===== config.mk =====
export PLATFORM = sky130hd
export DESIGN_NAME = tuser_tuple_fifo_fsm_flat
export DESIGN_NICKNAME = d
export VERILOG_FILES = /design/src/rtl/tuser_pkg.sv /design/src/rtl/tuser_tuple_fifo_fsm_if.sv /design/src/rtl/tuple_fifo.sv /design/src/rtl/tuser_tuple_fifo_fsm.sv /design/src/flat_wrapper.sv
export SDC_FILE = /design/constraint.sdc
export NUM_CORES = 1
export LEC_CHECK = 0
export ABC_AREA = 1
export CAP_MARGIN = 10
export CORE_AREA = 5 5 328 330
export CTS_BUF_LIST = sky130_fd_sc_hd__clkbuf_2 sky130_fd_sc_hd__clkbuf_4 sky130_fd_sc_hd__clkbuf_8
export DETAILED_ROUTE_END_ITERATION = 8
export DIE_AREA = 0 0 333 335
export PLACE_DENSITY_LB_ADDON = 0.15
export SLEW_MARGIN = 0
export SYNTH_ARGS = -nofsm -noshare
export SYNTH_HDL_FRONTEND = slang
export SYNTH_SLANG_ARGS = --single-unit

===== constraint.sdc =====
create_clock -name tin_aclk -period 21.4 [get_ports tin_aclk]
set_input_delay 3.21 -clock tin_aclk [delete_from_list [all_inputs] [get_ports tin_aclk]]
set_output_delay 3.21 -clock tin_aclk [all_outputs]
set_load 0.01 [all_outputs]

===== src/rtl/tuser_pkg.sv =====
// rtl/tuser_pkg.sv - shared state encoding and default widths for the tuser tuple extractor
package tuser_pkg;

    localparam int DEF_DATA_W  = 256;
    localparam int DEF_KEEP_W  = DEF_DATA_W / 8;
    localparam int DEF_TUSER_W = 128;

    localparam logic [2:0] OH_SOP       = 3'b001;
    localparam logic [2:0] OH_BODY      = 3'b010;
    localparam logic [2:0] OH_FULL_WAIT = 3'b100;

    typedef enum logic [2:0] {
        ST_SOP       = OH_SOP,
        ST_BODY      = OH_BODY,
        ST_FULL_WAIT = OH_FULL_WAIT
    } state_t;

endpackage


===== src/rtl/tuser_tuple_fifo_fsm_if.sv =====
// rtl/tuser_tuple_fifo_fsm_if.sv - beat input, beat output and tuple handshake bundle
interface tuser_tuple_fifo_fsm_if #(
    parameter int DATA_W      = 256,
    parameter int TUSER_W     = 128,
    parameter int TUPLE_DEPTH = 4
);
    localparam int KEEP_W  = DATA_W / 8;
    localparam int COUNT_W = $clog2(TUPLE_DEPTH) + 1;

    logic               tin_avalid;
    logic               tin_aready;
    logic [DATA_W-1:0]  tin_adata;
    logic [KEEP_W-1:0]  tin_akeep;
    logic               tin_atlast;
    logic [TUSER_W-1:0] tin_atuser;

    logic               tin_bvalid;
    logic               tin_bready;
    logic [DATA_W-1:0]  tin_bdata;
    logic [KEEP_W-1:0]  tin_bkeep;
    logic               tin_btlast;

    logic               tin_valid;
    logic               tin_ready;
    logic [TUSER_W-1:0] tin_data;
    logic [COUNT_W-1:0] tin_count;

    modport master (
        input  tin_avalid, tin_adata, tin_akeep, tin_atlast, tin_atuser,
        output tin_aready,
        output tin_bvalid, tin_bdata, tin_bkeep, tin_btlast,
        input  tin_bready,
        output tin_valid, tin_data, tin_count,
        input  tin_ready
    );

    modport slave (
        output tin_avalid, tin_adata, tin_akeep, tin_atlast, tin_atuser,
        input  tin_aready,
        input  tin_bvalid, tin_bdata, tin_bkeep, tin_btlast,
        output tin_bready,
        input  tin_valid, tin_data, tin_count,
        output tin_ready
    );

endinterface


===== src/rtl/tuple_fifo.sv =====
// rtl/tuple_fifo.sv - synchronous FIFO holding one metadata tuple per packet
module tuple_fifo #(
    parameter int W     = 128,
    parameter int DEPTH = 4
) (
    input  logic                       clk,
    input  logic                       resetn,
    input  logic                       push,
    input  logic [W-1:0]               push_data,
    input  logic                       pop,
    output logic [W-1:0]               pop_data,
    output logic                       full,
    output logic                       empty,
    output logic [$clog2(DEPTH):0]     count
);
    localparam int AW = $clog2(DEPTH);

    logic [W-1:0]  mem [DEPTH];
    logic [AW-1:0] wr_ptr;
    logic [AW-1:0] rd_ptr;
    logic          do_push;
    logic          do_pop;

    assign full     = (count == (AW+1)'(DEPTH));
    assign empty    = (count == '0);
    assign do_push  = push && !full;
    assign do_pop   = pop && !empty;
    // Head reads as zero when empty so stale entries never leak after reset.
    assign pop_data = empty ? '0 : mem[rd_ptr];

    always_ff @(posedge clk) begin
        if (do_push) begin
            mem[wr_ptr] <= push_data;
        end
    end

    always_ff @(posedge clk) begin
        if (!resetn) begin
            wr_ptr <= '0;
            rd_ptr <= '0;
            count  <= '0;
        end else begin
            if (do_push) begin
                wr_ptr <= wr_ptr + 1'b1;
            end
            if (do_pop) begin
                rd_ptr <= rd_ptr + 1'b1;
            end
            case ({do_push, do_pop})
                2'b10:   count <= count + 1'b1;
                2'b01:   count <= count - 1'b1;
                default: count <= count;
            endcase
        end
    end

endmodule


===== src/rtl/tuser_tuple_fifo_fsm.sv =====
// rtl/tuser_tuple_fifo_fsm.sv - beat register slice plus per-packet tuser tuple FIFO; TUSER_TUPLE_STATS_EN adds counters
module tuser_tuple_fifo_fsm
    import tuser_pkg::*;
#(
    parameter int DATA_W      = DEF_DATA_W,
    parameter int TUSER_W     = DEF_TUSER_W,
    parameter int TUPLE_DEPTH = 4
) (
    input  logic                    tin_aclk,
    input  logic                    tin_arstn,
    tuser_tuple_fifo_fsm_if.master  bus,
    output logic [2:0]              dbg_state
`ifdef TUSER_TUPLE_STATS_EN
    ,
    output logic [31:0]             stat_pkts,
    output logic [31:0]             stat_stalls
`endif
);
    localparam int KEEP_W = DATA_W / 8;

    state_t             state;
    state_t             state_nxt;
    logic               bvalid_q;
    logic [DATA_W-1:0]  bdata_q;
    logic [KEEP_W-1:0]  bkeep_q;
    logic               btlast_q;
    logic               aready;
    logic               accept;
    logic               push;
    logic               pop;
    logic               fifo_full;
    logic               fifo_empty;

    // full is the registered occupancy flag; a same-cycle pop does not reopen the input.
    assign aready = tin_arstn
                 && (!bvalid_q || bus.tin_bready)
                 && !((state == ST_SOP) && fifo_full)
                 && (state != ST_FULL_WAIT);
    assign accept = bus.tin_avalid && aready;
    assign push   = accept && (state == ST_SOP);
    assign pop    = bus.tin_ready && !fifo_empty;

    always_ff @(posedge tin_aclk) begin
        if (!tin_arstn) begin
            state <= ST_SOP;
        end else begin
            state <= state_nxt;
        end
    end

    always_comb begin
        state_nxt = state;
        case (state)
            ST_SOP: begin
                if (accept) begin
                    state_nxt = bus.tin_atlast ? ST_SOP : ST_BODY;
                end else if (bus.tin_avalid && fifo_full) begin
                    state_nxt = ST_FULL_WAIT;
                end
            end
            ST_BODY: begin
                if (accept && bus.tin_atlast) begin
                    state_nxt = ST_SOP;
                end
            end
            ST_FULL_WAIT: begin
                if (!fifo_full) begin
                    state_nxt = ST_SOP;
                end
            end
            default: state_nxt = ST_SOP;
        endcase
    end

    always_ff @(posedge tin_aclk) begin
        if (!tin_arstn) begin
            bvalid_q <= 1'b0;
            bdata_q  <= '0;
            bkeep_q  <= '0;
            btlast_q <= 1'b0;
        end else if (accept) begin
            bvalid_q <= 1'b1;
            bdata_q  <= bus.tin_adata;
            bkeep_q  <= bus.tin_akeep;
            btlast_q <= bus.tin_atlast;
        end else if (bus.tin_bready) begin
            bvalid_q <= 1'b0;
        end
    end

    tuple_fifo #(
        .W     (TUSER_W),
        .DEPTH (TUPLE_DEPTH)
    ) u_tuple_fifo (
        .clk       (tin_aclk),
        .resetn    (tin_arstn),
        .push      (push),
        .push_data (bus.tin_atuser),
        .pop       (pop),
        .pop_data  (bus.tin_data),
        .full      (fifo_full),
        .empty     (fifo_empty),
        .count     (bus.tin_count)
    );

    assign bus.tin_aready = aready;
    assign bus.tin_bvalid = bvalid_q;
    assign bus.tin_bdata  = bdata_q;
    assign bus.tin_bkeep  = bkeep_q;
    assign bus.tin_btlast = btlast_q;
    assign bus.tin_valid  = !fifo_empty;
    assign dbg_state      = state;

`ifdef TUSER_TUPLE_STATS_EN
    always_ff @(posedge tin_aclk) begin
        if (!tin_arstn) begin
            stat_pkts   <= '0;
            stat_stalls <= '0;
        end else begin
            if (push) begin
                stat_pkts <= stat_pkts + 32'd1;
            end
            if (state == ST_FULL_WAIT) begin
                stat_stalls <= stat_stalls + 32'd1;
            end
        end
    end
`endif

endmodule


===== src/flat_wrapper.sv =====
// flat-port wrapper written by rule: the top's interface ports become plain ports
module tuser_tuple_fifo_fsm_flat import tuser_pkg::*;
#(
    parameter int DATA_W      = DEF_DATA_W,
    parameter int TUSER_W     = DEF_TUSER_W,
    parameter int TUPLE_DEPTH = 4
)
  (tin_aclk, tin_arstn, dbg_state, bus_tin_avalid, bus_tin_adata, bus_tin_akeep, bus_tin_atlast, bus_tin_atuser, bus_tin_aready, bus_tin_bvalid, bus_tin_bdata, bus_tin_bkeep, bus_tin_btlast, bus_tin_bready, bus_tin_valid, bus_tin_data, bus_tin_count, bus_tin_ready);
  tuser_tuple_fifo_fsm_if #(.DATA_W(DATA_W), .TUSER_W(TUSER_W), .TUPLE_DEPTH(TUPLE_DEPTH)) bus_i ();
  input  logic tin_aclk;
  input  logic tin_arstn;
  output logic [2:0] dbg_state;
  input wire logic [$bits(bus_i.tin_avalid)-1:0] bus_tin_avalid;
  input wire logic [$bits(bus_i.tin_adata)-1:0] bus_tin_adata;
  input wire logic [$bits(bus_i.tin_akeep)-1:0] bus_tin_akeep;
  input wire logic [$bits(bus_i.tin_atlast)-1:0] bus_tin_atlast;
  input wire logic [$bits(bus_i.tin_atuser)-1:0] bus_tin_atuser;
  output wire logic [$bits(bus_i.tin_aready)-1:0] bus_tin_aready;
  output wire logic [$bits(bus_i.tin_bvalid)-1:0] bus_tin_bvalid;
  output wire logic [$bits(bus_i.tin_bdata)-1:0] bus_tin_bdata;
  output wire logic [$bits(bus_i.tin_bkeep)-1:0] bus_tin_bkeep;
  output wire logic [$bits(bus_i.tin_btlast)-1:0] bus_tin_btlast;
  input wire logic [$bits(bus_i.tin_bready)-1:0] bus_tin_bready;
  output wire logic [$bits(bus_i.tin_valid)-1:0] bus_tin_valid;
  output wire logic [$bits(bus_i.tin_data)-1:0] bus_tin_data;
  output wire logic [$bits(bus_i.tin_count)-1:0] bus_tin_count;
  input wire logic [$bits(bus_i.tin_ready)-1:0] bus_tin_ready;
  assign bus_i.tin_avalid = bus_tin_avalid;
  assign bus_i.tin_adata = bus_tin_adata;
  assign bus_i.tin_akeep = bus_tin_akeep;
  assign bus_i.tin_atlast = bus_tin_atlast;
  assign bus_i.tin_atuser = bus_tin_atuser;
  assign bus_tin_aready = bus_i.tin_aready;
  assign bus_tin_bvalid = bus_i.tin_bvalid;
  assign bus_tin_bdata = bus_i.tin_bdata;
  assign bus_tin_bkeep = bus_i.tin_bkeep;
  assign bus_tin_btlast = bus_i.tin_btlast;
  assign bus_i.tin_bready = bus_tin_bready;
  assign bus_tin_valid = bus_i.tin_valid;
  assign bus_tin_data = bus_i.tin_data;
  assign bus_tin_count = bus_i.tin_count;
  assign bus_i.tin_ready = bus_tin_ready;
  tuser_tuple_fifo_fsm #(.DATA_W(DATA_W), .TUSER_W(TUSER_W), .TUPLE_DEPTH(TUPLE_DEPTH)) u_core (.tin_aclk(tin_aclk), .tin_arstn(tin_arstn), .bus(bus_i), .dbg_state(dbg_state));
endmodule

Word level (Yosys, flattened, before mapping)
Memory sizes are Yosys's and may differ from the RTL's. A register that Yosys moved wholly into a read port is not among the register bits.
Cells that the tools add are included.
- bits in registers: 300
- latch bits: 0
- RAM bits: 512
- memory bits (read-only): 0
- bits of input ports: 422
- word-level logic and storage cells: 57
- memories: 1
- add/subtract/negate cells: 4
- multiply operators: 0
- div/mod/pow operators: 0
- $lt $le $gt $ge: 0
- equality and inequality tests: 10
- shift operators: 0
- multiplexer cells: 14
- bitwise operators: 0
- reduce and logical (&&, ||, !) cells: 20
- memory list (memory ; words ; width ; rd ports ; clocked after memory_dff ; write ports ; line ; text):
    u_core.u_tuple_fifo.mem ; 4 ; 128 ; 1 ; 1 ; 1 ; tuple_fifo.sv:18 ; logic [W-1:0] mem [DEPTH];
- operators with widths (operator ; count):
    128-bit 2-to-1 mux ; 1
    3-bit 2-to-1 mux ; 4
    1-bit logical AND ; 11
    3-bit one-hot mux with 3 select lines ; 1
    3-bit equality test, second input constant ; 2
    2-bit 2-to-1 mux ; 3
    3-bit one-hot mux with 2 select lines ; 1
    2-bit by 1-bit adder with 2-bit output, second input constant ; 2
    1-bit logical NOT ; 4
    1-bit 2-to-1 mux ; 4
    2-bit nonzero test ; 2
    3-bit by 1-bit adder with 3-bit output, second input constant ; 1
    3-bit by 1-bit equality test with 1-bit output, second input constant ; 1
    3-bit by 2-bit equality test with 1-bit output, second input constant ; 1
    3-bit logical NOT ; 1
    3-bit by 2-bit != test with 1-bit output, second input constant ; 1
    3-bit != test, second input constant ; 1
    3-bit AND reduction ; 1
    3-bit by 1-bit subtractor with 3-bit output, second input constant ; 1
    2-bit by 1-bit equality test with 1-bit output, second input constant ; 1
    2-bit equality test, second input constant ; 1
    2-bit by 1-bit != test with 1-bit output, second input constant ; 1
    2-bit != test, second input constant ; 1
    1-bit logical OR ; 1

Longest topological paths before layout
Gate-level depths: netlist of run 1.
- depth in word-level cells: 10
- mapped depth: 14
- depth with buffers taken out: 13

Hierarchy
A second synthesis of run 1 with hierarchy kept.
- cells, all modules: 2999
- area total of the unflattened synthesis: 30650.6 µm²
- by module, submodules not included (module ; instances ; cells each ; area an instance (µm²)):
    tuple_fifo ; 1 ; 1706 ; 20518.4
    tuser_tuple_fifo_fsm ; 1 ; 1293 ; 10132.2

Least setup slack after synthesis of run 1
No wires, ideal clock.
- path kind: input to register
- start point: input port tin_arstn
- end point: memory u_core.u_tuple_fifo.mem[0][0] (enable)
- setup time: 0.617 ns
- arrival time: 9.268 ns
- setup slack: 11.515 ns
- stages on the path: 7
- buffers on the path: 2
- cells stage by stage: buf_4 nand2_1 nor2_2 and2_4 buf_6 nand3_4 nor2_1
- cells in the longest elaborated chain, start to end: 8
- RTL lines (element ; line ; text):
    start: declaration ; flat_wrapper.sv:11 ; input logic tin_arstn;
    1-bit logical AND ; tuser_tuple_fifo_fsm.sv:36 ; && (!bvalid_q || bus.tin_bready)
    1-bit logical AND ; tuser_tuple_fifo_fsm.sv:37 ; && !((state == ST_SOP) && fifo_full)
    1-bit logical AND ; tuser_tuple_fifo_fsm.sv:38 ; && (state != ST_FULL_WAIT);
    1-bit logical AND ; tuser_tuple_fifo_fsm.sv:39 ; assign accept = bus.tin_avalid && aready;
    1-bit logical AND ; tuser_tuple_fifo_fsm.sv:40 ; assign push = accept && (state == ST_SOP);
    1-bit logical AND ; tuple_fifo.sv:26 ; assign do_push = push && !full;
    1-bit 2-to-1 mux ; tuple_fifo.sv:32 ; if (do_push) begin
    1-bit 2-to-1 mux (implied by the code) ; tuple_fifo.sv:33 ; mem[wr_ptr] <= push_data;
    end: declaration ; tuple_fifo.sv:18 ;
No other way between the ends.

Final worst setup path of run 1
- start point: input port tin_arstn
- end point: output port bus_tin_aready
- cells in the longest elaborated chain, start to end: 3
- RTL lines (element ; line ; text):
    1-bit logical AND ; tuser_tuple_fifo_fsm.sv:36 ;
    1-bit logical AND ; tuser_tuple_fifo_fsm.sv:37 ;
    1-bit logical AND ; tuser_tuple_fifo_fsm.sv:38 ;
    end: declaration ; flat_wrapper.sv:18 ; output wire logic [$bits(bus_i.tin_aready)-1:0] bus_tin_aready;
No other way between the ends.

==> results of run 1 <==
sequential cells by signal, summed over array words and instances, names as in the netlist, named ones only:
signal / count
u_core.dbg_state: 3
u_core.bus.tin_bkeep: 32
u_core.bus.tin_btlast: 1
u_core.bus.tin_bdata: 256
u_core.bus.tin_bvalid: 1
u_core.u_tuple_fifo.count: 3
u_core.u_tuple_fifo.mem: 512
u_core.u_tuple_fifo.rd_ptr: 2
u_core.u_tuple_fifo.wr_ptr: 2
final cells by class:
cell class | count | share of cell area
flip-flops and latches | 814 | 0.4979
repair buffers | 872 | 0.2023
multi-input cells | 1822 | 0.1911
clock buffers | 215 | 0.06047
well taps | 1391 | 0.04044
clock inverters | 28 | 0.004535
inverters | 21 | 0.002180
diodes | 18 | 0.001047
metrics by stage:
step | power (uW) | utilization | cells | area, sq um | hold WS (ns)
after floorplan | 2445 | - | 2885 | 30810 | 0.4356
after global placement | 3142 | 0.3845 | 4920 | 40190 | 0.4509
after detailed placement | 3140 | 0.3845 | 4920 | 40190 | 0.4544
after CTS | 4595 | 0.4113 | 5163 | 42990 | 0.4633
after global routing | 4753 | 0.4115 | 5169 | 43010 | 0.4751
final | 4507 | 0.4117 | 5181 | 43040 | 0.4612
power breakdown:
part / switching (uW) / internal (uW)
combinational: 742 / 517
sequential: 50.7 / 1770
clock: 648 / 778
worst max-delay path: stages:
cell,delay [ns]
clkdlybuf4s50_1,0.84
nand2_1,0.15
nor2_2,0.22
and2_4,0.64
clkdlybuf4s50_1,0.67
layer usage:
layer  global-route usage  up-vias
met2               0.3163      763
li1                     -    11672
met3              0.08426      214
met4              0.08348       42
met5                    0        -
met1               0.2152    11401
final timing paths:
check / cells past startpoint / to / slack, ns
worst min register to register: 2 / u_core.bus.tin_bdata[189] / 0.46
worst max-delay path: 5 / bus_tin_aready / 12.42
worst min-delay path: 2 / u_core.bus.tin_bdata[189] / 0.46
worst max register to register: 9 / u_core.u_tuple_fifo.mem[2][99] / 16.78
kinds of logic (layout without fill, tap and decap cells):
logic type,count (synthesis),after routing,share of synthesized area
AO/OA/AOI/OAI,693,693,0.1126
adder cells (fa/ha/maj),6,6,0.002680
buffers and inverters,249,1136,0.03943
flip-flops,814,814,0.6952
other,0,18,0
AND/OR/NAND/NOR,1123,1123,0.1501
cells in the final DEF, fill, tap and decap left out, types with 13 or more instances in the layout:
cell             synthesis  layout
clkdlybuf4s50_1          0     846
nor2_1                 521     516
edfxtp_1               512     512
a21oi_1                429     429
nand2_1                303     303
dfxtp_1                302     300
nand3_1                289     289
o21ai_0                257     257
clkbuf_8                 0     158
clkbuf_4                 0      57
buf_4                    1      22
diode_2                  0      18
inv_1                   18      17
clkinv_1                 1      13
==> results by group, run 1 <==
Yosys
  – Synth Area per Inst: 10.68 sq um
  – Syn Inst Count: 2885
  – Synth area leader: edfxtp_1
  – Post-synth ARST share: 0
  – Post-synthesis register bit count: 814
  – Syn_nets: 3313
  – Synthesis Warnings: 0
  – Post-synthesis sequential area ratio: 0.6952
  – Mapped cell area: 30810 sq um
  – Number of synthesized flops with an enable pin: 512
  – Yosys cell types: 30
  – Post-synth top area share: 0.4990
  – Ys flop type: edfxtp_1
  – Most common cell in the netlist: nor2_1
  – Top post-synthesis cells by count: 521 x nor2_1, 512 x edfxtp_1, 429 x a21oi_1, 303 x nand2_1, 302 x dfxtp_1
  – Synth top area cells: edfxtp_1 50%, dfxtp_1 20%, a21oi_1 7.0%

STA
  – Actual transition at the worst max-transition pin: 1.163 ns
  – Final worst setup slack: 12.42 ns
  – Slew Viols, Final: 0
  – Fmax: 111.4 MHz
  – RSZ-0062 raised after global routing: no
  – Final setup viols: 0
  – Post-Route Skew: 0.04419 ns
  – Total negative slack: 0 ns
  – Final hold violations: 0
  – Period utilisation layout: 0.4195
  – Rel. slew slack: 0.2245
  – Final worst path period need: 8.976 ns

Global routing
  – Vias in the first global route: 23.00k
  – Initial antenna violation count: 39
  – Total Routing Usage GR: 0.1912
  – Global-route wire length before repair: 160.1 mm
  – Largest net degree at the start of global routing: 201
  – Total grt overflow: 0

Final layout
  – Multi-input gate area: 8223 sq um
  – Area delta synth->final: 39.67%
  – FF/Latch Area: 21430 sq um
  – Share of layout cells above drive strength 1: 0.07211
  – Number of fill cells in the layout: 10.17k
  – # nets final: 4107

Die
  – Rows: 119
  – Chip Height: 335 um
  – Boundary pin count: 848
  – Core Area: 104500 sq um
  – DIE AREA: 111600 sq um
  – Die width: 333 um
  – Starting density of the core: 0.2948

Clock network
  – Setup Buffers After CTS: 0
  – Worst-path clk slew: 0.06 ns
  – CTS H-tree lvls: 4
  – CTS resizes: 0
  – Clk buf depth: 3
  – TritonCTS clock tree: done
  – Clock Sinks: 814
  – Total clock buffers created by CTS: 148
  – # hold bufs at CTS: 0
  – Root Driver: clkbuf_8
  – Clk_lat worst skew: 0.82 ns

Detailed routing
  – Via Count: 24.09k
  – Drt wl/cell: 21.79 um
  – Drt pass-1 iters: 5
  – Post-Route WL: 112.9 mm
  – Max Used Layer: met5
  – Vias per cell: 4.650
  – Antenna Nets Post-Route: 0
  – DRC viols: 0
  – Iter 0 DRT Violations: 1590
  – M1 WL: 42.93 mm
  – DR WL met3: 10.59 mm
  – Routed wl met2: 54.44 mm

Worst setup path
  – WP data required: 18.19 ns
  – Worst R2R Start: u_core.u_tuple_fifo.count[1]
  – CP arrival: 5.77 ns
  – Worst setup path class: in2out
  – Crit path from: tin_arstn
  – Critical Path Source Type: input pin
  – Crit-path max FO: 51
  – Nature of the critical path endpoint: primary output

Placement
  – Detail Placement HPWL: 72.14 mm
  – Pre-CTS setup slack: 12.41 ns
  – Buffers on Ports: 847
  – Gpl congestion: 0.8195

Power and ir drop
  – LEAKAGE: 0.01449 uW
  – Power per cell area: 104.7 nW/um^2
  – Max VDD drop: 0.07659 mV

Job
  – Max-Cap Viols: 0

Status
  – Outcome: completed

Hold path
  – Hold_sp: u_core.bus.tin_bdata[189]
  – Worst hold path type: reg2reg
(Power assumes the default switching activity.)
==> run 2, diff against run 1 <==
Clock period 21.4 ns to 7.6 ns, I/O delays scaled along.
==> run 2 against run 1 <==
Compared with the run above:
- the run now ends with slew limit left
- utilization about the same
- setup slack worse by 10 ns
- register-to-register slack worse by 13 ns
- total power rose to 2.8 times the previous value
- via count up 0.32%
- global-route usage down 0.18 points
- clock-buffer cell count unchanged
- first-iteration DRC count down 2.3%
- critical path type is now reg2out
- largest cell class unchanged
==> results by group, run 2 (same netlist as run 1, synthesis figures left out) <==
Status
  – Outcome: finished with violations (was completed)
  – Failing checks: slew limit

Global routing
  – Largest net degree at the start of global routing: 209 (was 201)
  – Total Routing Usage GR: 0.1894 (was 0.1912)
  – Initial antenna violation count: 28 (was 39)
  – Vias in the first global route: 23.28k (was 23.00k)
  – Global-route wire length before repair: 159.3 mm (was 160.1 mm)
  – Total grt overflow: 0 (unchanged)

Power and ir drop
  – Power per cell area: 294.0 nW/um^2 (was 104.7 nW/um^2)
  – LEAKAGE: 0.01449 uW (about the same)
  – Clock power share: 0.314 (was 0.316)
  – Sw power: 4020 uW (was 1440 uW)
  – Internal Power: 8635 uW (was 3066 uW)
  – Sw Share: 0.3177 (was 0.3196)
  – Max VDD drop: 0.3675 mV (was 0.07659 mV)
  – Combinational share of power: 0.281 (was 0.279)
  – Tot Pwr: 12660 uW (was 4507 uW)
  – Flop pwr share: 0.405 (was 0.404)

Final layout
  – Number of fill cells in the layout: 10.23k (was 10.17k)
  – Area delta synth->final: 39.72% (was 39.67%)
  – Top reg by flops: u_core.u_tuple_fifo.mem (unchanged)
  – Most frequent cells in the layout: 846 x clkdlybuf4s50_1, 516 x nor2_1, 512 x edfxtp_1 (unchanged)
  – # nets final: 4103 (was 4107)
  – Final core occ: 0.4119 (was 0.4117)
  – Max reg flops: 512 (unchanged)
  – Share of layout cells above drive strength 1: 0.07027 (was 0.07211)
  – Most common cell after layout, fill and taps aside: clkdlybuf4s50_1 (unchanged)

Clock network
  – Worst-path clk slew: 0.06 ns (about the same)
  – Setup Buffers After CTS: 0 (unchanged)
  – Clock Sinks: 814 (unchanged)
  – Total clock buffers created by CTS: 147 (was 148)
  – TritonCTS clock tree: done (unchanged)
  – CTS H-tree lvls: 4 (unchanged)
  – # hold bufs at CTS: 0 (unchanged)
  – CTS resizes: 0 (unchanged)
  – Clk buf depth: 3 (unchanged)
  – Clk_lat worst skew: 0.81 ns (was 0.82 ns)
  – Root Driver: clkbuf_8 (unchanged)

STA
  – Hold Slack: 0.4615 ns (was 0.4612 ns)
  – Period utilisation layout: 0.6909
  – Rel. slew slack: -0.007594 (was 0.2245)
  – Final setup viols: 0 (unchanged)
  – Post-Route Skew: 0.03302 ns (was 0.04419 ns)
  – Actual transition at the worst max-transition pin: 1.511 ns (was 1.163 ns)
  – Fmax: 190.4 MHz
  – Final hold violations: 0 (unchanged)
  – Slew Viols, Final: 22 (was 0)
  – Final worst path period need: 5.251 ns
  – RSZ-0062 raised after global routing: no (unchanged)

Die
  – Starting density of the core: 0.2948 (unchanged)
  – Boundary pin count: 848 (unchanged)
  – Die width: 333 um (unchanged)
  – DIE AREA: 111600 sq um (unchanged)
  – Rows: 119 (unchanged)
  – Chip Height: 335 um (unchanged)
  – Core Area: 104500 sq um (unchanged)

Worst setup path
  – CP max stage delay: 0.78 ns (was 0.84 ns)
  – Top delay family on crit path: buffers and inverters (unchanged)
  – Worst setup path class: reg2out (was in2out)
  – Nature of the critical path endpoint: primary output (unchanged)
  – WP data required: 6.46 ns (was 18.19 ns)
  – CP arrival: 4.11 ns (was 5.77 ns)
  – Crit-path max FO: 208 (was 51)
  – Critical Path Source Type: register (was input pin)
  – CP Buf/Inv Count: 2 (unchanged)
  – Crit path top cell by count: nor2_1 (was clkdlybuf4s50_1)
  – Slowest cell on crit path: dfxtp_4 (was clkdlybuf4s50_1)
  – Worst path cell trace: buf_12, nor2_1, nor2_1, o21ai_0, a21oi_1, clkdlybuf4s50_1 (was clkdlybuf4s50_1, nand2_1, nor2_2, and2_4, clkdlybuf4s50_1)

Placement
  – Buffers on Ports: 847 (unchanged)
  – Detail Placement HPWL: 71.02 mm (was 72.14 mm)
  – Gpl congestion: 0.8212 (was 0.8195)

Detailed routing
  – DRC viols: 0 (unchanged)
  – Drt pass-1 iters: 5 (unchanged)
  – Iter 0 DRT Violations: 1553 (was 1590)
  – Drt wl/cell: 21.62 um (was 21.79 um)
  – Post-Route WL: 111.9 mm (was 112.9 mm)
  – Vias per cell: 4.670 (was 4.650)
  – Via Count: 24.17k (was 24.09k)
  – Antenna Nets Post-Route: 0 (unchanged)

Job
  – Max-Cap Viols: 0 (unchanged)

Hold path
  – Worst hold path type: reg2reg (unchanged)
run 2: changes by cell type in the layout (fill, tap and decap cells not counted):
cell      delta
clkinv_4     -1
inv_8        -1
inv_6        -2
clkinv_8     +1
inv_12       -2
diode_2      -4
clkinv_1     +6
buf_4        -9
clkinv_2     +1
buf_12       +6
run 2: power by group through the flow:
stage | registers [uW] | clock network [uW] | logic (uW)
after floorplan | 5250 | 0 | 1640
after global placement | 5210 | 0 | 3650
after detailed placement | 5210 | 0 | 3630
after CTS | 5120 | 4120 | 3650
after global routing | 5150 | 4320 | 3870
final | 5120 | 3980 | 3560
run 2: per-layer routing:
metal  part of all wire  wire length [um]  vias to the layer above  GRT usage
met5             0.0019               213                        -          0
met4              0.040              4486                       30    0.08438
met3              0.081              9089                      199    0.07154
met2               0.48             53840                      771     0.3116
met1               0.40             44270                    11512     0.2215
li1                   -                 -                    11658          -
run 2: worst reg2reg max path: stages, from the launching register on:
cell     delay, ns
dfxtp_1       0.35
inv_1         0.08
nand2_1       0.13
nor2_1        0.09
nand2_1       0.15
and2_4        0.40
nand3_4       0.26
nor2_4        0.65
buf_12        0.49
run 2: cell type report:
cell class | instances | area, sq um | share of cell area
Sequential cell | 814 | 21430 | 0.4977
Timing Repair Buffer | 869 | 8761 | 0.2035
Multi-Input combinational cell | 1822 | 8223 | 0.1910
Clock buffer | 215 | 2603 | 0.06045
Tap cell | 1391 | 1740 | 0.04043
Clock inverter | 30 | 168.9 | 0.003923
Inverter | 21 | 93.84 | 0.002180
Antenna cell | 14 | 35.03 | 0.0008137
run 2: final timing paths:
| path | start | end | slack [ns] | cells past startpoint |
|---|---|---|---|---|
| worst max-delay path | register | bus_tin_data[103] | 2.35 | 6 |
| worst min register to register | u_core.bus.tin_bdata[176] | u_core.bus.tin_bdata[176] | 0.46 | 2 |
| worst min-delay path | u_core.bus.tin_bdata[176] | u_core.bus.tin_bdata[176] | 0.46 | 2 |
| worst max register to register | u_core.u_tuple_fifo.count[1] | u_core.u_tuple_fifo.mem[3][79] | 4.26 | 8 |
run 2: per-stage QoR:
stage                     instances  setup TNS (ns)  worst slack (ns)  instance area (sq um)
final                          5176               0             2.349                  43050
after global routing           5171               0             2.208                  43040
after CTS                      5162               0             2.359                  43020
after detailed placement       4917               0             2.808                  40250
after global placement         4917               0             2.845                  40250
after floorplan                2885         -109.87           -0.2146                  30810
